## config.mk

```make
export PLATFORM = sky130hd
export DESIGN_NAME = i2c_pad_ctrl
export DESIGN_NICKNAME = d
export VERILOG_FILES = /design/src/rtl/i2c_pad_pkg.sv /design/src/rtl/i2c_glitch_filt.sv /design/src/rtl/i2c_pad_ctrl.sv
export SDC_FILE = /design/constraint.sdc
export NUM_CORES = 1
export LEC_CHECK = 0
export CORE_AREA = 2 2 77 79
export DETAILED_ROUTE_END_ITERATION = 8
export DIE_AREA = 0 0 79 81
export PLACE_DENSITY_LB_ADDON = 0.15
export SYNTH_ARGS = -nofsm -noshare
export SYNTH_HDL_FRONTEND = slang
export SYNTH_HIERARCHICAL = 1
export SYNTH_SLANG_ARGS = --single-unit
```

## constraint.sdc

```tcl
create_clock -name clk_i -period 5.3 [get_ports clk_i]
set_clock_uncertainty 0.15 [all_clocks]
set_input_delay 1.06 -clock clk_i [delete_from_list [all_inputs] [get_ports clk_i]]
set_output_delay 1.06 -clock clk_i [all_outputs]
set_load 0.05 [all_outputs]
```

## src/rtl/i2c_pad_pkg.sv

```systemverilog
// Shared constants for the I2C pad conditioner: event bit positions inside each channel's
// {arb, stop, start} field and the default parameter values.
package i2c_pad_pkg;
    localparam int EVT_START = 0;
    localparam int EVT_STOP  = 1;
    localparam int EVT_ARB   = 2;
    localparam int EVT_NUM   = 3;

    localparam int DEF_NUM_CH      = 2;
    localparam int DEF_FILT_W      = 4;
    localparam int DEF_SYNC_STAGES = 2;
    localparam int DEF_IDLE_CYC    = 1024;
endpackage

```

## src/rtl/i2c_glitch_filt.sv

```systemverilog
// One-bit pad synchroniser plus counter glitch filter; idles high.
// Latency SYNC_STAGES + thr + 1 cycles; no backpressure, continuous sampling.
// A level must persist for thr+1 synced cycles before the filtered output follows it.
module i2c_glitch_filt
    import i2c_pad_pkg::*;
#(
    parameter int FILT_W      = DEF_FILT_W,
    parameter int SYNC_STAGES = DEF_SYNC_STAGES
) (
    input  logic              clk,
    input  logic              rst_n,
    input  logic [FILT_W-1:0] thr,
    input  logic              din,
    output logic              dout
);
    logic [SYNC_STAGES-1:0] sync;
    logic [FILT_W-1:0]      cnt;
    logic                   filt;

    always_ff @(posedge clk or negedge rst_n) begin
        if (!rst_n) begin
            sync <= '1;
            cnt  <= '0;
            filt <= 1'b1;
        end else begin
            sync <= {sync[SYNC_STAGES-2:0], din};
            if (sync[SYNC_STAGES-1] == filt) begin
                cnt <= '0;
            end else if (cnt == thr) begin
                filt <= ~filt;
                cnt  <= '0;
            end else begin
                cnt <= cnt + FILT_W'(1);
            end
        end
    end

    assign dout = filt;
endmodule

```

## src/rtl/i2c_pad_ctrl.sv

```systemverilog
// Multi-channel I2C pad conditioner: open-drain drive, filtering, START/STOP, busy, arb, stretch, irq.
// Latency: drive 1 cycle; pad to filtered level SYNC_STAGES+thr+1, events one cycle later.
// No backpressure: pads are sampled every cycle. Optional bus-free timeout under I2C_PAD_IDLE_TO_EN.
module i2c_pad_ctrl
    import i2c_pad_pkg::*;
#(
    parameter int NUM_CH      = DEF_NUM_CH,
    parameter int FILT_W      = DEF_FILT_W,
    parameter int SYNC_STAGES = DEF_SYNC_STAGES,
    parameter int IDLE_CYC    = DEF_IDLE_CYC
) (
    input  logic                      clk_i,
    input  logic                      rst_n_i,
    input  logic [FILT_W-1:0]         filt_thr_i,
    input  logic [NUM_CH-1:0]         scl_i,
    input  logic [NUM_CH-1:0]         sda_i,
    output logic [NUM_CH-1:0]         scl_o,
    output logic [NUM_CH-1:0]         scl_dir_o,
    output logic [NUM_CH-1:0]         sda_o,
    output logic [NUM_CH-1:0]         sda_dir_o,
    input  logic [NUM_CH-1:0]         scl_pull_i,
    input  logic [NUM_CH-1:0]         sda_pull_i,
    input  logic [NUM_CH-1:0]         master_i,
    output logic [NUM_CH-1:0]         scl_filt_o,
    output logic [NUM_CH-1:0]         sda_filt_o,
    output logic [NUM_CH-1:0]         start_o,
    output logic [NUM_CH-1:0]         stop_o,
    output logic [NUM_CH-1:0]         busy_o,
    output logic [NUM_CH-1:0]         arb_lost_o,
    output logic [NUM_CH-1:0]         stretch_o,
    input  logic [EVT_NUM*NUM_CH-1:0] irq_en_i,
    input  logic [EVT_NUM*NUM_CH-1:0] evt_clr_i,
    output logic [EVT_NUM*NUM_CH-1:0] evt_o,
    output logic [NUM_CH-1:0]         irq_o
);
    // Stretch counter must hold SYNC_STAGES + max threshold + 2.
    localparam int STR_W = $clog2(SYNC_STAGES + 2**FILT_W + 2);

    if (NUM_CH < 1 || NUM_CH > 8 || SYNC_STAGES < 2 || IDLE_CYC < 1) begin : g_param_check
        $error("i2c_pad_ctrl: illegal parameter value");
    end

    logic [STR_W-1:0] str_lim;

    assign scl_o   = '0;
    assign sda_o   = '0;
    // Own release reaches the filtered level after SYNC+thr+1 cycles; one more masks it.
    assign str_lim = STR_W'(SYNC_STAGES) + STR_W'(filt_thr_i) + STR_W'(2);

    for (genvar c = 0; c < NUM_CH; c++) begin : g_ch
        logic               scl_f, sda_f, scl_q, sda_q;
        logic               start_det, stop_det, arb_det, idle_to;
        logic               scl_dir, sda_dir, start_p, stop_p, arb_p, busy, irq;
        logic [EVT_NUM-1:0] evt;
        logic [STR_W-1:0]   str_cnt;

        i2c_glitch_filt #(.FILT_W(FILT_W), .SYNC_STAGES(SYNC_STAGES)) u_scl_filt (
            .clk(clk_i), .rst_n(rst_n_i), .thr(filt_thr_i), .din(scl_i[c]), .dout(scl_f)
        );
        i2c_glitch_filt #(.FILT_W(FILT_W), .SYNC_STAGES(SYNC_STAGES)) u_sda_filt (
            .clk(clk_i), .rst_n(rst_n_i), .thr(filt_thr_i), .din(sda_i[c]), .dout(sda_f)
        );

        // SCL must be high in both cycles, so simultaneous SCL/SDA changes never qualify.
        assign start_det = scl_q & scl_f & sda_q & ~sda_f;
        assign stop_det  = scl_q & scl_f & ~sda_q & sda_f;
        assign arb_det   = master_i[c] & ~sda_pull_i[c]
                         & ((~scl_q & scl_f & ~sda_f) | stop_det);

`ifdef I2C_PAD_IDLE_TO_EN
        localparam int IDLE_W = $clog2(IDLE_CYC + 1);
        logic [IDLE_W-1:0] idle_cnt;
        logic              idle_run;

        assign idle_run = busy & scl_f & sda_f;
        assign idle_to  = idle_run & (idle_cnt == IDLE_W'(IDLE_CYC - 1));

        always_ff @(posedge clk_i or negedge rst_n_i) begin
            if (!rst_n_i) begin
                idle_cnt <= '0;
            end else if (!idle_run || idle_to) begin
                idle_cnt <= '0;
            end else begin
                idle_cnt <= idle_cnt + IDLE_W'(1);
            end
        end
`else
        assign idle_to = 1'b0;
`endif

        always_ff @(posedge clk_i or negedge rst_n_i) begin
            if (!rst_n_i) begin
                scl_q   <= 1'b1;
                sda_q   <= 1'b1;
                scl_dir <= 1'b0;
                sda_dir <= 1'b0;
                start_p <= 1'b0;
                stop_p  <= 1'b0;
                arb_p   <= 1'b0;
                busy    <= 1'b0;
                evt     <= '0;
                irq     <= 1'b0;
                str_cnt <= '0;
            end else begin
                scl_q   <= scl_f;
                sda_q   <= sda_f;
                scl_dir <= scl_pull_i[c];
                sda_dir <= sda_pull_i[c];
                start_p <= start_det;
                stop_p  <= stop_det;
                arb_p   <= arb_det;
                if (start_det) begin
                    busy <= 1'b1;
                end else if (stop_det || idle_to) begin
                    busy <= 1'b0;
                end
                // Set wins over a coincident clear.
                evt <= (evt & ~evt_clr_i[EVT_NUM*c +: EVT_NUM]) | {arb_p, stop_p, start_p};
                irq <= |(evt & irq_en_i[EVT_NUM*c +: EVT_NUM]);
                if (scl_pull_i[c] || scl_f) begin
                    str_cnt <= '0;
                end else if (str_cnt < str_lim) begin
                    str_cnt <= str_cnt + STR_W'(1);
                end
            end
        end

        assign scl_dir_o[c]                   = scl_dir;
        assign sda_dir_o[c]                   = sda_dir;
        assign scl_filt_o[c]                  = scl_f;
        assign sda_filt_o[c]                  = sda_f;
        assign start_o[c]                     = start_p;
        assign stop_o[c]                      = stop_p;
        assign arb_lost_o[c]                  = arb_p;
        assign busy_o[c]                      = busy;
        assign stretch_o[c]                   = (str_cnt >= str_lim);
        assign evt_o[EVT_NUM*c +: EVT_NUM]    = evt;
        assign irq_o[c]                       = irq;
    end
endmodule

```

==> impl_metrics.ini, run 1 <==
[synth]
yosys.area_share.simple = 0.1255
synth_xor_area_frac = 0.09762
syn_avg_cell_area_um2 = 11.64
synth_compound_area_frac = 0.08203
muxShareOfSynthArea = 0.03445
synth_largest_area_cell = dfrtp_1
synth.cell_area_mm2 = 0.003050
synth-seq-cells = 62
yosysUniqueCellTypes = 36
synth_warnings = 6
synthCells = 262
ys_seq_area_frac = 0.5152
synth_top_area_share = 0.3774
synth_fa_ha_area_frac = 0.06153
synth_top_family_by_area = simple AND/OR/NAND/NOR gates
synth.area.top_cells = dfrtp_1 38%, dfstp_2 14%, xor2_1 7.5%

[detailed_routing]
dr.pass1.iters = 4
vias = 1956
initialDrtViolationCount = 47
via_per_inst = 5.041
routed_wl_um = 5260
wl_per_cell_um = 13.56
drc = 0
drtAntennaViolNets = 0

[global_routing]
grt_overflow_total = 0
grt_max_degree = 63
antenna_found_initial = 0
grt_use_total = 0.1819
grt_pass1_wl_um = 8887
grt_pass1_vias = 2019

[sta]
period_share = 0.8541
slew_headroom = 0.5019
finalMaxSlewViolations = 0
min_period_ns = 4.526
postLayoutSetupSlackWorst_ns = 0.7735
max_freq_mhz = 220.9
finalSetupViolCount = 0
tns_ns = 0
final_hold_viol_count = 0
tightest_slew_ns = 0.7471
rsz0062_at_grt = no

[clock_tree]
post_cts_resized = 0
cts_sinks = 62
hold_buffers = 0
cts_root_buf = clkbuf_8
clock_path_buffers = 2
cts.htree.levels = 3
clk_pin_slew_ns = 0.06
cts_tree = built
post_cts_buffers = 0
cts_buffers = 9
clock_latency_ns = 0.33

[worst_setup_path]
cp.arrival_ns = 3.32
cp-start-kind = primary input
worst_ep_required_time_ns = 4.09
end_kind = output pin
worst-path-max-fanout = 7
crit_type = in2out

[worst_hold_path]
hold_path.class = reg2reg

[placed_design]
port_buffers = 53
globalplace.congestion = 0.8200
dpl.hpwl_um = 3750
place_ws_ns = 0.7925

[layout]
nets = 351
area_growth_pct = 23.50
mostFrequentLayoutCell = clkdlybuf4s50_1
final_cell_mix = 50 x clkdlybuf4s50_1, 46 x dfrtp_1, 26 x xor2_1, 23 x inv_1, 18 x nor2_1
drive_above_1_share = 0.1629
regArea_mm2 = 0.001572
diodes = 0
multiInputGateArea_mm2 = 0.001239
fill_cells = 449

[outcome]
status = completed

[power_and_ir_drop]
power_leakage_nw = 1.771
vdd_drop_max_uv = 297.5
power_mw = 1.923
power_density_mw_per_mm2 = 510.5

[floorplan]
boundaryPins = 58
coreArea_mm2 = 0.005675
fp.dieH_um = 81
row_count = 28
dieArea_mm2 = 0.006399
die_x_um = 79
initial_core_util = 0.5375

[job]
max_cap_viol_count = 0
==> worst paths after layout <==
| kind | start | slack (ns) | endpoint | cells after the start |
|---|---|---|---|---|
| max in group asynchronous | rst_n_i | 3.79 | g_ch[0].str_cnt[3] | 2 |
| min | g_ch[1].u_sda_filt/sync[0] | 0.21 | g_ch[1].u_sda_filt/sync[1] | 0 |
| min reg2reg | g_ch[1].u_sda_filt/sync[0] | 0.21 | g_ch[1].u_sda_filt/sync[1] | 0 |
| max reg2reg | g_ch[0].str_cnt[2] | 3.25 | g_ch[0].str_cnt[3] | 6 |
| max | filt_thr_i[2] | 0.77 | stretch_o[1] | 8 |
| min in group asynchronous | rst_n_i | 0.72 | g_ch[0].irq | 2 |
==> through the flow <==
step                utilization  instances  area (um2)  hold WS (ns)
detailed placement       0.6199        372        3518        0.1970
finish                   0.6638        388        3767        0.2052
global placement         0.6199        372        3518        0.1960
floorplan                     -        265        3062        0.1952
global route             0.6638        388        3767        0.2123
CTS                      0.6638        388        3767        0.2059
==> layout make-up <==
class,instances,share of cell area
clock inverters,3,0.02391
clock buffers,13,0.04218
flip-flops and latches,62,0.4171
well taps,75,0.02491
multi-input cells,158,0.3288
repair buffers,54,0.1402
inverters,23,0.02292
==> synth_stat cells (all sizes together) <==
library cell	n
xor2	26
o41ai	4
nand4	1
o21bai	2
nand2	14
nand4b	1
a21oi	5
or3	1
and4b	2
xnor2	8
a2111oi	1
mux2i	6
buf	22
nor2	18
a211oi	2
nor4b	1
nand2b	1
nand3	7
inv	23
a222oi	2
o31ai	1
a21o	6
o21ai	5
mux2	4
conb	1
ha	15
nor4	6
dfrtp	46
dfstp	16
nand3b	2
nor3b	4
nor2b	1
nor3	8
==> per-layer routing <==
layer | GRT usage | vias to the layer above | share of wire
met3 | 0.04333 | 12 | 0.064
met4 | 0.08793 | 0 | 0.023
met2 | 0.3093 | 55 | 0.47
met5 | 0 | - | 0
li1 | - | 955 | -
met1 | 0.2190 | 934 | 0.44
==> power by group <==
| group | internal [mW] | switching [mW] | total (mW) |
|---|---|---|---|
| logic | 0.258 | 0.412 | 0.670 |
| registers | 0.617 | 0.124 | 0.741 |
| clock network | 0.339 | 0.173 | 0.512 |
| total | 1.21 | 0.710 | 1.92 |
==> kinds of logic after synthesis <==
group	after synthesis
DFF	62
xor gates and xnor gates	34
other	1
buffers and inverters	45
adders and majority gates	15
muxes	10
and+or+nand+nor	67
AOI/OAI and AO/OA	28
==> flip-flops by register name, summed over array words and instances, names as in the netlist, 4 cells and up <==
register,count
g_ch.u_sda_filt/cnt,8
g_ch.u_sda_filt/sync,4
g_ch.u_scl_filt/cnt,8
g_ch.str_cnt,10
g_ch.u_scl_filt/sync,4
g_ch.evt,6
==> critical path, cell delays in order <==
cell	delay, ns
clkdlybuf4s50_1	0.60
ha_1	0.55
inv_1	0.09
o21ai_0	0.14
o21ai_0	0.19
a21oi_1	0.34
o21ai_0	0.14
buf_4	0.21
No activity file was read; power rests on OpenSTA's default activity.
==> run 2, diff against run 1 <==
- CORE_AREA: 2 2 77 79 -> 2 2 80 82
- DIE_AREA: 0 0 79 81 -> 0 0 82 84
- clock period: 5.3 -> 4.85 ns (I/O delays scaled with it)
==> impl_metrics.ini, run 2 (same netlist as run 1, synthesis figures left out) <==
[sta]
slew_headroom = 0.4377
tns_ns = 0
min_period_ns = 4.399
tightest_slew_ns = 0.8434
finalSetupViolCount = 0
max_freq_mhz = 227.3
finalMaxSlewViolations = 0
rsz0062_at_grt = no
postLayoutSetupSlackWorst_ns = 0.4508
final_hold_viol_count = 0
period_share = 0.9071

[layout]
fin_util = 0.6207
area_growth_pct = 24.04
fin_area_mm2 = 0.003784
largest_reg_flops = 10
top_register = g_ch.str_cnt
fill_cells = 516
diodes = 0
nets = 354
final_cell_mix = 50 x clkdlybuf4s50_1, 46 x dfrtp_1, 26 x xor2_1, 23 x inv_1, 18 x nor2_1
drive_above_1_share = 0.1709
fin_cells = 393
mostFrequentLayoutCell = clkdlybuf4s50_1
reg.largest.list = g_ch.str_cnt (10), g_ch.u_scl_filt/cnt (8), g_ch.u_sda_filt/cnt (8)

[clock_tree]
clock_latency_ns = 0.32
clk_pin_slew_ns = 0.06
cts_root_buf = clkbuf_8
cts_buffers = 9
cts_sinks = 62
hold_buffers = 0
clock_path_buffers = 2
cts.htree.levels = 3
post_cts_resized = 0
cts_tree = built
post_cts_buffers = 0

[floorplan]
row_count = 29
initial_core_util = 0.5004
boundaryPins = 58
die_x_um = 82
coreArea_mm2 = 0.006096
dieArea_mm2 = 0.006888
fp.dieH_um = 84

[placed_design]
placed_area_mm2 = 0.003568
dpl.hpwl_um = 3824
globalplace.congestion = 0.8269
placed_cells_incl_taps = 377
port_buffers = 53
place_ws_ns = 0.4398

[worst_setup_path]
ff2ff_path_depth = 6
timing.rr.end = g_ch[0].str_cnt[3]
worst_ep_required_time_ns = 3.73
reg2reg_from = g_ch[0].str_cnt[2]
worst-path-max-fanout = 7
r2r_slack_ns = 2.80
end_kind = output pin
crit_type = in2out
cp.arrival_ns = 3.28
cp-start-kind = primary input

[outcome]
status = completed

[detailed_routing]
drtAntennaViolNets = 0
vias = 1956
routed_wl_um = 5161
via_per_inst = 4.977
wl_per_cell_um = 13.13
drc = 0
initialDrtViolationCount = 72
dr.pass1.iters = 4

[job]
max_cap_viol_count = 0

[global_routing]
grt_pass1_vias = 1934
grt_use_total = 0.1695
grt_max_degree = 41
grt_pass1_wl_um = 8797
antenna_found_initial = 0
grt_overflow_total = 0

[worst_hold_path]
hold_path.class = reg2reg
hold_path_depth = 0
hold_path_end = g_ch[0].u_sda_filt/sync[1]
holdCritStartpoint = g_ch[0].u_sda_filt/sync[0]

[power_and_ir_drop]
power_leakage_nw = 1.778
power_density_mw_per_mm2 = 537.5
vdd_drop_max_uv = 336.2
-- run 2: changes by cell type in the layout (fill, tap and decap cells not counted) --
cell	previous run	this run
clkinv_2	0	2
bufinv_16	3	2
buf_12	0	2
clkbuf_8	11	10
buf_4	3	4
-- run 2: layer usage --
layer / routed length (um) / GRT usage / vias up / share of wire
met3: 309 / 0.04113 / 7 / 0.060
met2: 2398 / 0.2676 / 52 / 0.46
met1: 2387 / 0.2124 / 934 / 0.46
met5: 0 / 0 / - / 0
li1: - / - / 963 / -
met4: 65 / 0.08788 / 0 / 0.013
-- run 2: where the power goes --
group / total (mW) / internal, mW / switching [mW]
registers: 0.808 / 0.674 / 0.134
clock network: 0.485 / 0.302 / 0.183
logic: 0.741 / 0.291 / 0.449
-- run 2: worst max-delay path, cell delays in order --
cell and delay, ns:
clkdlybuf4s50_1 0.61, ha_1 0.54, inv_1 0.08, o21ai_0 0.13
o21ai_0 0.18, a21oi_1 0.33, o21ai_0 0.23, buf_12 0.20
-- run 2: cell type report --
cell class | count | area (um2) | area share
clock inverters | 4 | 70.07 | 0.01852
repair buffers | 57 | 575.6 | 0.1521
well taps | 77 | 96.34 | 0.02546
inverters | 23 | 86.33 | 0.02282
multi-input cells | 158 | 1239 | 0.3274
flip-flops and latches | 62 | 1572 | 0.4153
clock buffers | 12 | 145.1 | 0.03836
-- run 2: stage by stage --
step	hold WS, ns	total power [mW]
finish	0.2060	2.034
global route	0.2140	2.169
CTS	0.2076	2.060
detailed placement	0.1994	1.565
global placement	0.1956	1.549
floorplan	0.1952	1.374
-- run 2: how the worst max path moves through the flow --
| stage | start | cells past startpoint | end |
|---|---|---|---|
| finish | filt_thr_i[2] | 8 | stretch_o[1] |
| floorplan | filt_thr_i[2] | 5 | stretch_o[1] |
| detailed placement | filt_thr_i[2] | 8 | stretch_o[1] |
| global route | filt_thr_i[2] | 9 | stretch_o[1] |
| CTS | filt_thr_i[2] | 8 | stretch_o[1] |
| global placement | filt_thr_i[2] | 8 | stretch_o[1] |
==> run 3, diff against run 2 <==
- CORE_AREA: 2 2 80 82 -> 2 2 77 79
- CTS_CLUSTER_DIAMETER: not set -> 30
- DIE_AREA: 0 0 82 84 -> 0 0 79 81
- clock period: 4.85 -> 5.7 ns (I/O delays scaled with it)
==> impl_metrics.ini, run 3 (same netlist as run 1, synthesis figures left out) <==
[worst_setup_path]
crit_path_top_delay_cell = clkdlybuf4s50_1
timing.rr.end = g_ch[0].str_cnt[3]
end_kind = output pin
path_cells = clkdlybuf4s50_1, ha_1, inv_1, ha_1, nand2_1, o31ai_1, a21oi_1, o21ai_0, clkdlybuf4s50_1
cp.arrival_ns = 3.79
cpLargestDelayFamily = buffers and inverters
ff2ff_path_depth = 6
r2r_slack_ns = 3.65
crit_type = in2out
path_depth = 9
critPathLaunch = filt_thr_i[3]
slowest_delay_ns = 0.82
setup.worst_path.end = stretch_o[1]
worst_ep_required_time_ns = 4.41
reg2reg_from = g_ch[0].str_cnt[2]
critical_path_buf_inv_count = 3
worst-path-max-fanout = 3
cp-start-kind = primary input

[power_and_ir_drop]
power_density_mw_per_mm2 = 443.6
power_frac_seq = 0.413
vdd_drop_max_uv = 313.3
clockPowerShare = 0.212
combPwrFrac = 0.375
internal_power_mw = 1.008
power_switching_mw = 0.6473
power_leakage_nw = 1.753
power_mw = 1.656
swShare = 0.3910

[layout]
mostFrequentLayoutCell = clkdlybuf4s50_1
fill_cells = 465
nets = 354
area_growth_pct = 22.35
top_register = g_ch.str_cnt
fin_util = 0.6576
largest_reg_flops = 10
drive_above_1_share = 0.1677
diodes = 0
reg.largest.list = g_ch.str_cnt (10), g_ch.u_scl_filt/cnt (8), g_ch.u_sda_filt/cnt (8)
final_cell_mix = 52 x clkdlybuf4s50_1, 46 x dfrtp_1, 26 x xor2_1, 23 x inv_1, 18 x nor2_1

[sta]
min_period_ns = 5.083
final_hold_viol_count = 0
rsz0062_at_grt = no
tns_ns = 0
tightest_slew_ns = 0.7408
finalMaxSlewViolations = 0
finalSetupViolCount = 0
slew_headroom = 0.5061
fin_worst_hold_slack_ns = 0.2055
period_share = 0.8918
max_freq_mhz = 196.7

[detailed_routing]
drtAntennaViolNets = 0
via_per_inst = 4.990
drc = 0
dr.pass1.iters = 4
wl_per_cell_um = 12.78
initialDrtViolationCount = 107
vias = 1951
routed_wl_um = 4998

[clock_tree]
clock_path_buffers = 2
cts_root_buf = clkbuf_8
clock_latency_ns = 0.33
cts.htree.levels = 3
post_cts_resized = 0
cts_buffers = 9
hold_buffers = 0
clk_pin_slew_ns = 0.06
post_cts_buffers = 0
cts_sinks = 62
cts_tree = built

[job]
max_cap_viol_count = 0

[global_routing]
grt_pass1_vias = 1891
grt_use_total = 0.1741
grt_overflow_total = 0
antenna_found_initial = 0
grt_max_degree = 63
grt_pass1_wl_um = 8418

[worst_hold_path]
hold_path_depth = 0
hold_path.class = reg2reg

[floorplan]
dieArea_mm2 = 0.006399
coreArea_mm2 = 0.005675
boundaryPins = 58
fp.dieH_um = 81
row_count = 28
die_x_um = 79
initial_core_util = 0.5375

[placed_design]
globalplace.congestion = 0.8435
dpl.hpwl_um = 3582
port_buffers = 53

[outcome]
status = completed
## run 3: power by group through the flow
stage                     registers (mW)  clock network, mW  logic (mW)
after floorplan                    0.715                  0       0.455
after global placement             0.690                  0       0.619
after detailed placement           0.693                  0       0.627
after CTS                          0.687              0.361       0.629
after global routing               0.706              0.380       0.679
final                              0.684              0.351       0.620
## run 3: stage by stage
step | setup WS, ns | cells | cell area (um2)
3_5_place_dp | 0.6362 | 375 | 3546
6_report | 0.6169 | 391 | 3732
5_1_grt | 0.4481 | 391 | 3732
4_1_cts | 0.6288 | 391 | 3732
3_3_place_gp | 0.7006 | 375 | 3546
2_1_floorplan | 1.623 | 265 | 3062
## run 3: final cells by class
class	count	area, um2	area share
Clock buffer	13	168.9	0.04526
Inverter	23	86.33	0.02313
Sequential cell	62	1572	0.4211
Multi-Input combinational cell	158	1239	0.3319
Clock inverter	3	17.52	0.004693
Timing Repair Buffer	57	555.5	0.1488
Tap cell	75	93.84	0.02514
## run 3: worst min path at each step
stage	startpoint	end	slack, ns
floorplan	g_ch[0].u_scl_filt/sync[0]	g_ch[0].u_scl_filt/sync[1]	0.20
global placement	g_ch[0].u_scl_filt/sync[0]	g_ch[0].u_scl_filt/sync[1]	0.20
detailed placement	g_ch[1].u_sda_filt/sync[0]	g_ch[1].u_sda_filt/sync[1]	0.20
CTS	g_ch[0].u_scl_filt/sync[0]	g_ch[0].u_scl_filt/sync[1]	0.21
global route	g_ch[0].u_sda_filt/sync[0]	g_ch[0].u_sda_filt/sync[1]	0.21
finish	g_ch[0].u_scl_filt/sync[0]	g_ch[0].u_scl_filt/sync[1]	0.21
## run 3: per-layer routing
metal | vias to the layer above | share of wire | track usage
met1 | 924 | 0.48 | 0.2192
met5 | - | 0 | 0
met2 | 57 | 0.44 | 0.2754
met4 | 0 | 0.016 | 0.08276
met3 | 7 | 0.065 | 0.05444
li1 | 963 | - | -
